`src/rtl/hazard_scoreboard.sv`:
```
// hazard_scoreboard
//
// Pipeline hazard controller sitting beside the ID/EX stages. It tracks
// outstanding register writes with one down-counter per architectural
// register, so write-back latency may be any number of cycles. It also
// produces a multi-cycle ID flush after a taken branch and drains all
// outstanding writes before signalling IRQ entry.
//
// Parameters:
//   N_SRC     - number of source-operand ports checked in ID (>= 1)
//   WB_LAT    - cycles after EX issue before a written register is readable (>= 1)
//   FLUSH_CYC - cycles o_id_flush is held after a taken branch (>= 1)
//
// Ports:
//   i_clk       clock
//   i_rst_n     asynchronous active-low reset
//   i_src_code  source register codes, port k at [4k+3:4k]
//   i_src_vld   per-port source valid
//   i_wr_issue  EX instruction writes a register this cycle
//   i_wr_code   destination register of that write
//   i_pc_en     taken branch / PC write from EX
//   i_irq_flag  interrupt request from EX
//   o_id_flush  flush ID
//   o_ex_flush  flush EX (insert NOP)
//   o_bubble    hold PC and IF/ID
//   o_irq_take  one-cycle pulse: enter IRQ vector now
//   o_pending   bit r set while register r has a write outstanding
module hazard_scoreboard #(
  parameter int N_SRC     = 3,
  parameter int WB_LAT    = 2,
  parameter int FLUSH_CYC = 1
) (
  input  logic               i_clk,
  input  logic               i_rst_n,
  input  logic [4*N_SRC-1:0] i_src_code,
  input  logic [N_SRC-1:0]   i_src_vld,
  input  logic               i_wr_issue,
  input  logic [3:0]         i_wr_code,
  input  logic               i_pc_en,
  input  logic               i_irq_flag,
  output logic               o_id_flush,
  output logic               o_ex_flush,
  output logic               o_bubble,
  output logic               o_irq_take,
  output logic [15:0]        o_pending
);

  localparam int PW = $clog2(WB_LAT + 1);
  // Sized from FLUSH_CYC+1 so the counter is at least one bit wide even
  // when FLUSH_CYC is 1 (the counter then never leaves zero).
  localparam int FW = $clog2(FLUSH_CYC + 1);

  typedef enum logic [1:0] {
    ST_RUN,
    ST_DRAIN,
    ST_TAKE
  } state_t;

  logic [15:0]      pend_vec;
  logic [N_SRC-1:0] port_hit;
  logic             hazard_data;
  logic             hazard_wb_b;
  logic             all_clear;
  logic [FW-1:0]    fcnt_reg;
  state_t           state_reg;
  state_t           state_next;

  // ---------------------------------------------------------------------
  // Per-register pending-write counters. An issue always reloads the
  // counter, which also covers a re-issue to a register still pending.
  // ---------------------------------------------------------------------
  genvar gi;
  generate
    for (gi = 0; gi < 16; gi++) begin : g_pend
      logic [PW-1:0] cnt_reg;

      always_ff @(posedge i_clk or negedge i_rst_n) begin
        if (!i_rst_n) begin
          cnt_reg <= '0;
        end else if (i_wr_issue && (i_wr_code == 4'(gi))) begin
          cnt_reg <= PW'(WB_LAT);
        end else if (cnt_reg != '0) begin
          cnt_reg <= cnt_reg - 1'b1;
        end
      end

      assign pend_vec[gi] = (cnt_reg != '0);
    end
  endgenerate

  assign o_pending = pend_vec;
  assign all_clear = (pend_vec == 16'h0000);

  // ---------------------------------------------------------------------
  // Source-operand hazard check. The EX-stage issue is compared directly
  // because its counter only becomes visible from the next cycle.
  // ---------------------------------------------------------------------
  generate
    for (gi = 0; gi < N_SRC; gi++) begin : g_port
      logic [3:0] src_code;
      assign src_code     = i_src_code[4*gi +: 4];
      assign port_hit[gi] = i_src_vld[gi] &
                            (pend_vec[src_code] | (i_wr_issue & (src_code == i_wr_code)));
    end
  endgenerate

  assign hazard_data = |port_hit;
  // A write to r15 is a PC write-back: the instruction behind it is squashed.
  assign hazard_wb_b = i_wr_issue & (i_wr_code == 4'hF);

  // ---------------------------------------------------------------------
  // Branch flush counter: the pc_en cycle itself is covered combinationally,
  // the counter covers the remaining FLUSH_CYC-1 cycles.
  // ---------------------------------------------------------------------
  always_ff @(posedge i_clk or negedge i_rst_n) begin
    if (!i_rst_n) begin
      fcnt_reg <= '0;
    end else if (i_pc_en) begin
      fcnt_reg <= FW'(FLUSH_CYC - 1);
    end else if (fcnt_reg != '0) begin
      fcnt_reg <= fcnt_reg - 1'b1;
    end
  end

  // ---------------------------------------------------------------------
  // IRQ drain FSM
  // ---------------------------------------------------------------------
  always_ff @(posedge i_clk or negedge i_rst_n) begin
    if (!i_rst_n) begin
      state_reg <= ST_RUN;
    end else begin
      state_reg <= state_next;
    end
  end

  always_comb begin
    state_next = state_reg;
    case (state_reg)
      ST_RUN: begin
        // An issue this cycle will load a counter, so it cannot go straight to TAKE.
        if (i_irq_flag) begin
          state_next = (all_clear && !i_wr_issue) ? ST_TAKE : ST_DRAIN;
        end
      end
      ST_DRAIN: begin
        if (all_clear) begin
          state_next = ST_TAKE;
        end
      end
      ST_TAKE: begin
        state_next = ST_RUN;
      end
      default: begin
        state_next = ST_RUN;
      end
    endcase
  end

  // ---------------------------------------------------------------------
  // Outputs
  // ---------------------------------------------------------------------
  assign o_id_flush = i_pc_en | (fcnt_reg != '0);
  assign o_bubble   = hazard_data | (state_reg == ST_DRAIN);
  assign o_ex_flush = i_pc_en | (fcnt_reg != '0) | hazard_wb_b | hazard_data |
                      i_irq_flag | (state_reg != ST_RUN);
  assign o_irq_take = (state_reg == ST_TAKE);

endmodule

```
`config.mk`:
```
export PLATFORM = sky130hd
export DESIGN_NAME = hazard_scoreboard
export DESIGN_NICKNAME = d
export VERILOG_FILES = /design/src/rtl/hazard_scoreboard.sv
export SDC_FILE = /design/constraint.sdc
export NUM_CORES = 1
export LEC_CHECK = 0
export CAP_MARGIN = 20
export CORE_MARGIN = 2
export CORE_UTILIZATION = 57
export CTS_CLUSTER_SIZE = 12
export DETAILED_ROUTE_END_ITERATION = 12
export PLACE_DENSITY = 0.85
export SKIP_LAST_GASP = 1
export SLEW_MARGIN = 20
export SYNTH_ARGS = -nofsm -noshare
export SYNTH_HDL_FRONTEND = slang
export SYNTH_SLANG_ARGS = --single-unit
```
`constraint.sdc`:
```
create_clock -name i_clk -period 5.3 [get_ports i_clk]
set_input_delay 1.06 -clock i_clk [delete_from_list [all_inputs] [get_ports i_clk]]
set_output_delay 1.06 -clock i_clk [all_outputs]
set_load 0.005 [all_outputs]
```
==> metrics list <==
* Gate count after technology mapping: 265
- Max VDD drop: approximately 260 uV
- Flops & latches, synth: 34
- After filler insertion, the fill cell instance count of the layout stands at 321.
- STA classifies the critical path startpoint as an input port.
- Area occupied by registers: between 800 and 900 um^2
- For this design the ratio of total power to cell area is about 550 nW/um^2.
* Routability congestion estimate from global placement: between 0.8 and 0.9
* Area growth from synthesis to layout: 18.9%
* Number of buffer and inverter instances along the worst setup path: 2
- CP max-delay cell: sky130_fd_sc_hd__clkdlybuf4s50_1
* Hold slack final: between 0.4 and 0.5 ns
- Hold violation count in the final report: 0
* Xor/xnor share of the synthesized area: approximately 10%
- For the worst-skew pair, the clock arrives at the later sink with an insertion delay of ~0.29 ns.
* EDFF count, synth: 0
* Number of vias per cell: between 6 and 7
- By area the synthesized netlist is led by sky130_fd_sc_hd__dfrtp_1 (34%), sky130_fd_sc_hd__xor2_1 (8.0%), sky130_fd_sc_hd__ha_1 (8.0%).
- Leaving out fill and tap cells, the most frequent cell in the layout is sky130_fd_sc_hd__inv_1.
- Wire length on met1: between 2000 and 3000 um
* Final wirelength: about 6100 um
- In this run, the combinational gates consume between 60 and 70% of the power.
* Tightest slew margin relative to the limit: between 30% and 40%
* Fmax: ~0.22 GHz
- The kind of cell with the highest combined delay along the critical path is buffers and inverters.
* Clock slew seen by the registers of the worst setup and hold paths: approximately 0.070 ns
* Cell Area, Synth: between 2000 and 3000 um^2
- The number of global-route vias before repair is between 2k and 2.5k.
- In the final routed layout, each cell accounts on average for between 15 and 20 um.
- Fin crit period: between 4 and 5 ns
- Slew at the pin closest to its max-slew limit: between 1 and 1.5 ns
- The first global-routing pass estimated 9790 um of wire.
- Among the stages of the critical path, the cell type that occurs most often is sky130_fd_sc_hd__clkdlybuf4s50_1.
* Fraction of power spent switching nets: ~39%
- Area enclosed by the die boundary: 4950 um^2
- In the layout the commonest cells are sky130_fd_sc_hd__inv_1 (50), sky130_fd_sc_hd__clkdlybuf4s50_1 (43), sky130_fd_sc_hd__dfrtp_1 (34).
- Critical path capture point type: output port
- Measured along the y axis, the die boundary spans between 70 and 80 um.
- Max Buffers Root-to-Sink: 2
* Crit share post-route: about 90%
- Setup repair after global routing left no endpoint under its margin.
- Buffers inserted during clock tree synthesis total 5.
- For this design the total switching power over the nets is between 0.6 and 0.7 mW.
* Maximum number of pins on one net before global-route repair: 35
* Die span in x: a little over 70 um
- Count of antenna-violating nets left after detailed routing: 0
- Setup-violating endpoint count in the final report: 0
- For this run, the leading register cell type out of synthesis is sky130_fd_sc_hd__dfrtp_1.
- Layout cells sized above 1: under 10%
- Clock skew on the completed layout was measured at about 0.0048 ns.
- DRC errors left: 0
* Largest incremental delay on the critical path: about 0.64 ns
- The first detailed-routing pass ran for 4 iterations.
- Biggest area consumer among synthesized cells: sky130_fd_sc_hd__dfrtp_1
- Count of pins over their slew limit: 0
- HPWL after detailed placement: approximately 4300 um
* Count of nets after finishing: 330
- Of the synthesized area, sequential elements account for ~34%.
* Via count of the routed design: ~2.1k
- Flip-flop count of the largest register after layout: 32
- Data on the critical path is required at its endpoint by 4.24 ns.
- For this design the static power due to leakage is 1.37 nW.
- H-tree level count: 2
* Simple-Gate Fraction of Synth Area: between 10% and 20%
- Overall global routing resource usage: approximately a quarter
* CTS tree: done
- After synthesis, the share of flip-flops with an asynchronous set or reset is 100%.
- Summed over all nets, wire length on met2 after detailed routing comes to 2710 um.
* Dominant combinational cell family by area after synthesis: multiplexers
- Data arrival time of the critical path: 3.58 ns
- The top cell type by area accounts for ~34% of the synthesized area.
- Max-cap check violation count: 0
- Yosys mapped the design onto 38 distinct sky130hd cell types.
- Initial Util: about 60%
* DRC violation total after the first TritonRoute iteration: 236
- Post-cts gate resize count: 0
* Routed wl met3: 558 um
* Input/output buffers: 43
- Of the total power, registers draw a little under 30%.
* Status: completed
- Measured against the total synthesized area, the mux share comes to a little over an eighth.
* Net count after synthesis: 305
- Number of antenna violations at the first check in global routing: 0
* Multi-input logic area: about 1400 um^2
- Share of the synthesized area in compound gates (AO/OA/AOI/OAI): ~11%
* Overflow left after global routing: 0
- For this design, the sink count on the clock tree is 34.
- Portion of total power attributed to the clock network: between 10% and 20%
- Biggest fanout along the worst timing path: 5
- Once the clock tree was built, the setup fixing pass inserted 0 buffers.
- Design internal power: 1.01 mW
* Final TNS setup: 0 ns
- In this run the worst hold path is classified as reg -> reg.
- Averaged over all synthesized cells, the footprint is between 9 and 10 um^2.
- The floorplan step defined a core boundary enclosing about 4300 um^2.
- Final antenna diode count: 0
* Clock Tree Root: sky130_fd_sc_hd__clkbuf_8
* Number of cell rows: 24
* I/O pins: between 40 and 50
- Synth warn: 0
- Fraction of the mapped netlist area in adder cells: under 10%
* Hold-fix buffers, CTS: 0
- CP Class: in -> out
* Uppermost layer routed: met4
- The signal on the critical path passes through clkdlybuf4s50_1 -> mux4_1 -> mux4_2 -> nor2_1 -> a311oi_1 -> o2111ai_1 -> clkdlybuf4s50_1.
-- cell usage after synthesis (2+ instances only) --
master                     instances
sky130_fd_sc_hd__dfrtp_1          34
sky130_fd_sc_hd__xnor2_1           5
sky130_fd_sc_hd__a221o_1          10
sky130_fd_sc_hd__nand3b_1          3
sky130_fd_sc_hd__inv_1            50
sky130_fd_sc_hd__nor2_1           15
sky130_fd_sc_hd__xor2_1           23
sky130_fd_sc_hd__mux4_2            8
sky130_fd_sc_hd__o221ai_1          5
sky130_fd_sc_hd__nand2b_1          2
sky130_fd_sc_hd__nand3_1           7
sky130_fd_sc_hd__nor2b_1           3
sky130_fd_sc_hd__clkbuf_1         22
sky130_fd_sc_hd__a21oi_1          14
sky130_fd_sc_hd__buf_2             2
sky130_fd_sc_hd__nor3b_1           4
sky130_fd_sc_hd__nor4_1            5
sky130_fd_sc_hd__mux4_1            4
sky130_fd_sc_hd__a31oi_1           4
sky130_fd_sc_hd__nand4_1           4
sky130_fd_sc_hd__ha_1             16
sky130_fd_sc_hd__nand2_1           7
sky130_fd_sc_hd__mux2i_1           3
-- power by group through the flow --
stage | clock [mW] | sequential [mW] | combinational (mW)
global route | 0.192 | 0.494 | 1.11
global placement | 0 | 0.473 | 0.938
floorplan | 0 | 0.463 | 0.682
CTS | 0.180 | 0.478 | 0.989
detailed placement | 0 | 0.482 | 0.981
finish | 0.178 | 0.479 | 0.998
-- path summary, 6_finish.rpt --
kind	startpoint	endpoint	slack, ns	cells past startpoint
worst min-delay path	g_pend[15].cnt_reg[1]$_DFFE_PN0P_	g_pend[15].cnt_reg[1]$_DFFE_PN0P_	0.49	2
max in group asynchronous	i_rst_n	g_pend[5].cnt_reg[0]$_DFFE_PN0P_	3.81	2
worst min register to register	g_pend[15].cnt_reg[1]$_DFFE_PN0P_	g_pend[15].cnt_reg[1]$_DFFE_PN0P_	0.49	2
min in group asynchronous	i_rst_n	g_pend[10].cnt_reg[1]$_DFFE_PN0P_	1.18	2
worst max-delay path	i_src_code[9]	o_ex_flush	0.66	7
worst max register to register	g_pend[2].cnt_reg[0]$_DFFE_PN0P_	state_reg[0]$_DFFE_PN0P_	3.37	6
-- per-stage QoR --
step | power (mW) | util [%] | worst slack (ns) | cells | cell area [um^2]
finish | 1.65 | 69.5 | 0.659 | 342 | 2990
CTS | 1.65 | 69.4 | 0.703 | 342 | 2980
global route | 1.80 | 69.5 | 0.557 | 342 | 2990
detailed placement | 1.46 | 67.6 | 0.704 | 335 | 2900
global placement | 1.41 | 67.6 | 0.757 | 335 | 2900
floorplan | 1.14 | - | 1.86 | 265 | 2510
-- area by class of cell --
cell class                      instances  area share, %
Timing Repair Buffer                   45           14.9
Inverter                               50           6.29
Clock buffer                            7           2.56
Tap cell                               52           2.18
Multi-Input combinational cell        154           45.6
Sequential cell                        34           28.5
-- worst min-delay path, stage by stage, from the launching register on --
cell and delay [ns]:
sky130_fd_sc_hd__dfrtp_1 0.35, sky130_fd_sc_hd__nand2_1 0.05, sky130_fd_sc_hd__o221ai_1 0.06
-- cell families (layout without fill, tap and decap cells) --
family,count (synthesis),in the layout
AO/OA/AOI/OAI,38,38
XOR/XNOR,28,28
AND/OR/NAND/NOR,56,56
flip-flops,34,34
buffers and inverters,77,102
adder cells (fa/ha/maj),16,16
multiplexers,16,16
-- metal layers --
layer	vias up	track usage [%]
li1	954	-
met1	1013	34.6
met2	120	38.5
met3	27	6.20
met4	0	12.0
met5	-	0
(Power assumes the default switching activity.)
